==> src/rtl/fetch_stage.sv <==
// IF stage: owns the PC, drives instruction memory and loads the IF/ID register.
// Optional FETCH_PERF_CNT_EN adds fetch/bubble performance counters.
module fetch_stage #(
    parameter logic [31:0] RESET_PC   = 32'h0,
    parameter int unsigned IMEM_WORDS = 49,
    parameter logic [31:0] NOP_INSTR  = 32'h0
) (
    input  logic        clk,
    input  logic        rst,
    input  logic        stall,
    input  logic        flush,
    input  logic        branch_taken,
    input  logic [31:0] branch_target,
    input  logic        jr_en,
    input  logic [31:0] jr_target,
    input  logic        jump_en,
    input  logic [31:0] jump_target,
    output logic [31:0] imem_addr,
    output logic        imem_read,
    input  logic [31:0] imem_data,
    output logic [31:0] pc,
    output logic [31:0] if_id_instr,
    output logic [31:0] if_id_pc_plus4,
    output logic        if_id_valid,
    output logic        fetch_misalign,
    output logic        halted
`ifdef FETCH_PERF_CNT_EN
   ,output logic [31:0] perf_fetch_cnt,
    output logic [31:0] perf_bubble_cnt
`endif
);

    localparam logic       S_RUN  = 1'b0;
    localparam logic       S_HALT = 1'b1;
    localparam logic [29:0] LIM   = 30'(IMEM_WORDS);

    logic        state_q, state_d;
    logic [31:0] pc_q, pc_d;
    logic [31:0] instr_q, instr_d;
    logic [31:0] pc4_q, pc4_d;
    logic        valid_q, valid_d;
    logic        mis_q, mis_d;

    logic [31:0] pc_plus4;
    logic [31:0] tgt;
    logic        redir;
    logic        oor;
    logic        bub;
    logic        cap;

    assign pc_plus4 = pc_q + 32'd4;
    assign oor      = pc_q[31:2] >= LIM;

    // jump_en is only honoured in RUN and when ID is not stalled
    always_comb begin
        redir = 1'b0;
        tgt   = 32'h0;
        if (branch_taken) begin
            redir = 1'b1;
            tgt   = branch_target;
        end else if (jr_en) begin
            redir = 1'b1;
            tgt   = jr_target;
        end else if (jump_en && !stall && state_q == S_RUN) begin
            redir = 1'b1;
            tgt   = jump_target;
        end
    end

    always_comb begin
        state_d = state_q;
        pc_d    = pc_q;
        mis_d   = 1'b0;
        bub     = 1'b0;
        cap     = 1'b0;
        if (redir) begin
            pc_d    = tgt & ~32'h3;
            mis_d   = |tgt[1:0];
            state_d = S_RUN;
            bub     = 1'b1;
        end else if (state_q == S_HALT) begin
            bub = 1'b1;
        end else if (oor) begin
            state_d = S_HALT;
            bub     = 1'b1;
        end else begin
            if (!stall)
                pc_d = pc_plus4;
            if (flush)
                bub = 1'b1;
            else if (!stall)
                cap = 1'b1;
        end
    end

    always_comb begin
        instr_d = instr_q;
        pc4_d   = pc4_q;
        valid_d = valid_q;
        if (bub) begin
            instr_d = NOP_INSTR;
            pc4_d   = 32'h0;
            valid_d = 1'b0;
        end else if (cap) begin
            instr_d = imem_data;
            pc4_d   = pc_plus4;
            valid_d = 1'b1;
        end
    end

    always_ff @(posedge clk) begin
        if (!rst) begin
            state_q <= S_RUN;
            pc_q    <= RESET_PC;
            instr_q <= NOP_INSTR;
            pc4_q   <= 32'h0;
            valid_q <= 1'b0;
            mis_q   <= 1'b0;
        end else begin
            state_q <= state_d;
            pc_q    <= pc_d;
            instr_q <= instr_d;
            pc4_q   <= pc4_d;
            valid_q <= valid_d;
            mis_q   <= mis_d;
        end
    end

`ifdef FETCH_PERF_CNT_EN
    logic [31:0] fcnt_q, bcnt_q;

    always_ff @(posedge clk) begin
        if (!rst) begin
            fcnt_q <= 32'h0;
            bcnt_q <= 32'h0;
        end else begin
            if (cap)
                fcnt_q <= fcnt_q + 32'd1;
            if (bub)
                bcnt_q <= bcnt_q + 32'd1;
        end
    end

    assign perf_fetch_cnt  = fcnt_q;
    assign perf_bubble_cnt = bcnt_q;
`endif

    assign imem_addr      = pc_q;
    assign imem_read      = rst && (state_q == S_RUN);
    assign pc             = pc_q;
    assign if_id_instr    = instr_q;
    assign if_id_pc_plus4 = pc4_q;
    assign if_id_valid    = valid_q;
    assign fetch_misalign = mis_q;
    assign halted         = (state_q == S_HALT);

endmodule

==> config.mk <==
export PLATFORM = sky130hd
export DESIGN_NAME = fetch_stage
export DESIGN_NICKNAME = d
export VERILOG_FILES = /design/src/rtl/fetch_stage.sv
export SDC_FILE = /design/constraint.sdc
export NUM_CORES = 1
export LEC_CHECK = 0
export CAP_MARGIN = 20
export CORE_UTILIZATION = 41
export DETAILED_ROUTE_END_ITERATION = 12
export PLACE_DENSITY = 0.88
export SETUP_SLACK_MARGIN = 0.3
export SYNTH_ARGS = -nofsm -noshare
export SYNTH_HDL_FRONTEND = slang
export SYNTH_SLANG_ARGS = --single-unit
export TNS_END_PERCENT = 1
==> constraint.sdc <==
create_clock -name clk -period 5.1 [get_ports clk]
set_clock_uncertainty 0.1 [all_clocks]
set_input_delay 1.02 -clock clk [delete_from_list [all_inputs] [get_ports clk]]
set_output_delay 1.02 -clock clk [all_outputs]
set_load 0.1 [all_outputs]
==> impl_metrics.py <==
metrics = {
    "outcome": {
        "status": "complete, no violations",
    },
    "cts": {
        "cts.sink_count": 95,
        "insertion_delay_ns": 0.36,
        "postCtsSetupRepairBufs": 0,
        "cts_resized": 0,
        "cts_inserted_buffers": 9,
        "cts_buffer_depth": 2,
        "cts_tree": "done",
        "cts_hold_buf": 0,
        "cts_root_buffer": "clkbuf_8",
        "h-tree-depth": 3,
        "clkTransAtPathRegs_ns": 0.09,
    },
    "route": {
        "routed_wl_um": 15720,
        "wl_met1_um": 6428,
        "wl_met2_um": 7912,
        "drc": 0,
        "ant_nets": 0,
        "drt-vias-per-instance": 5.507,
        "wl_per_cell_um": 18.03,
        "dr_wl_met3_um": 963,
        "drt_pre_antenna_iters": 4,
        "drt_iter0_drc": 267,
        "top_layer": "met4",
        "vias": 4802,
    },
    "yosys": {
        "synth_area_sq_um": 4517,
        "yosysTopAreaCell": "dfxtp_1",
        "yosys_warnings": 0,
        "synth_top_flop_cell": "dfxtp_1",
        "synthCells": 532,
        "synth_area_per_cell_sq_um": 8.490,
        "ys_seq_area_frac": 0.4211,
        "yosysMostFrequentCell": "dfxtp_1",
        "async_reset_ff_frac": 0,
        "ys_types": 50,
        "synth_top_area_frac": 0.4211,
        "synth.ff_latch_count": 95,
        "synthTopCellsByCount": "dfxtp_1, a21oi_1, nand3_1",
        "synth_edf_count": 0,
        "synthTopCellsByArea": "dfxtp_1, a21oi_1, buf_4",
    },
    "finish": {
        "fin_cells": 872,
        "areaGrowthSynthToFinish_pct": 57.26,
        "n_antenna_cell": 0,
        "layout-drive-gt1-share": 0.05163,
        "nets": 869,
    },
    "floorplan": {
        "core_area_sq_um": 10510,
        "fp-row-count": 37,
        "initial_core_util": 0.4298,
        "die_w_um": 107.0,
        "die_h_um": 107.0,
        "io_pins": 267,
        "die_area_sq_um": 11440,
    },
    "power_and_ir_drop": {
        "pwr-share-comb": 0.302,
        "ir_drop_uv": 157.0,
        "p_per_area_nw_per_um2": 270.1,
        "power.switching_mw": 0.6931,
        "clkPwrFrac": 0.285,
        "power.leakage_nw": 2.495,
        "p_int_mw": 1.226,
        "seqPwrFrac": 0.413,
        "swShare": 0.3612,
    },
    "worst_setup_path": {
        "r2r-start": "imem_addr[3]",
        "r2r_setup_slack_ns": 2.48,
        "ff2ff_path_depth": 9,
        "path_class": "in2out",
        "arrival_ns": 2.55,
        "crit_fanout": 25,
        "critPathCaptureType": "output port",
        "crit_required_ns": 3.98,
        "r2r_end": "if_id_pc_plus4[6]",
        "cp-start-kind": "input port",
    },
    "sta": {
        "finalHoldViolations": 0,
        "fmax_ghz": 0.2727,
        "maxSlewViolCount": 0,
        "tightest_slew_ns": 1.029,
        "period_needed_ns": 3.667,
        "finalCritPeriodShare": 0.7190,
        "setup_viol": 0,
        "rsz0062_at_grt": "no",
        "slew_headroom": 0.3121,
        "tns_ns": 0,
    },
    "global_route": {
        "grt-ovfl-total": 0,
        "grt_pass1_wl_um": 24320,
        "grt_pass1_vias": 4710,
        "grt_max_degree": 66,
        "track_usage": 0.2734,
        "antenna_found_initial": 0,
    },
    "hold_path": {
        "hold_end": "if_id_valid",
        "hp-start": "if_id_valid",
        "hold_path_class": "reg2reg",
        "holdPathStages": 2,
    },
    "placed_design": {
        "gp_congestion": 0.8685,
        "hpwl_um": 11850,
        "io_buffers": 260,
        "dp_cells": 856,
    },
    "flow_run": {
        "maxCapViolCount": 0,
    },
}
[through the flow]
step                utilization  worst slack (ns)  area [sq um]  hold slack, ns  power [mW]
detailed placement       0.6550             1.368          6883          0.3638       1.386
global route             0.6759             1.322          7103          0.3984       1.978
global placement         0.6550             1.456          6883          0.3453       1.378
CTS                      0.6759             1.437          7103          0.3777       1.923
floorplan                     -             1.127          4536          0.7802       1.206
finish                   0.6759             1.433          7103          0.3717       1.919
[cells by family after synthesis]
family,after synthesis,share of synthesized area
xor gates and xnor gates,3,0.005818
muxes,3,0.006648
AOI/OAI and AO/OA,173,0.2266
buffers and inverters,91,0.1114
adders and majority gates,3,0.008311
other,1,0.0008302
DFF,95,0.4211
and+or+nand+nor,163,0.2194
[worst max-delay path, stage by stage]
cell             delay [ns]
clkdlybuf4s50_1        0.75
inv_2                  0.29
nor2_1                 0.16
buf_4                  0.30
[cell type report]
class,count,area (sq um)
fillers,840,3406
repair buffers,267,2643
multi-input cells,351,2142
flip-flops and latches,95,1902
well taps,136,170.2
clock buffers,9,123.9
clock inverters,7,96.34
inverters,7,26.28
[routing by layer]
metal  up-vias  global-route usage
met5         -                   0
met4         0              0.1096
met3        36             0.04195
met2       219              0.4756
met1      2270              0.3369
li1       2277                   -
[layout by cell type (no fill, tap or decap), drive strengths merged, types with 6 or more instances in the layout]
cell type      count
clkdlybuf4s50    257
dfxtp             95
a21oi             83
o21ai             42
nand3             39
nand2             32
and3              24
nand3b            18
o2bb2ai           17
nor2              16
buf               10
clkbuf             9
inv                8
nor4               8
conb               6
nor3               6
[state kept, by name (all words and copies together), names as in the netlist]
name,count
if_id_valid,1
if_id_instr,32
halted,1
fetch_misalign,1
imem_addr,30
if_id_pc_plus4,30
[worst max-delay path by stage]
| stage | from | endpoint | slack, ns |
|---|---|---|---|
| 6_report | rst | imem_read | 1.43 |
| 5_1_grt | rst | imem_read | 1.32 |
| 4_1_cts | rst | imem_read | 1.44 |
| 3_5_place_dp | stall | imem_addr[16] | 1.37 |
| 3_3_place_gp | rst | imem_read | 1.46 |
| 2_1_floorplan | rst | imem_read | 1.13 |
[power by group through the flow]
stage / clock network [mW] / registers [mW] / logic (mW)
after floorplan: 0 / 0.930 / 0.276
after detailed placement: 0 / 0.809 / 0.577
after CTS: 0.552 / 0.792 / 0.579
after global placement: 0 / 0.808 / 0.570
after global routing: 0.583 / 0.796 / 0.599
final: 0.547 / 0.793 / 0.579
Power figures use the tool's default switching activity.
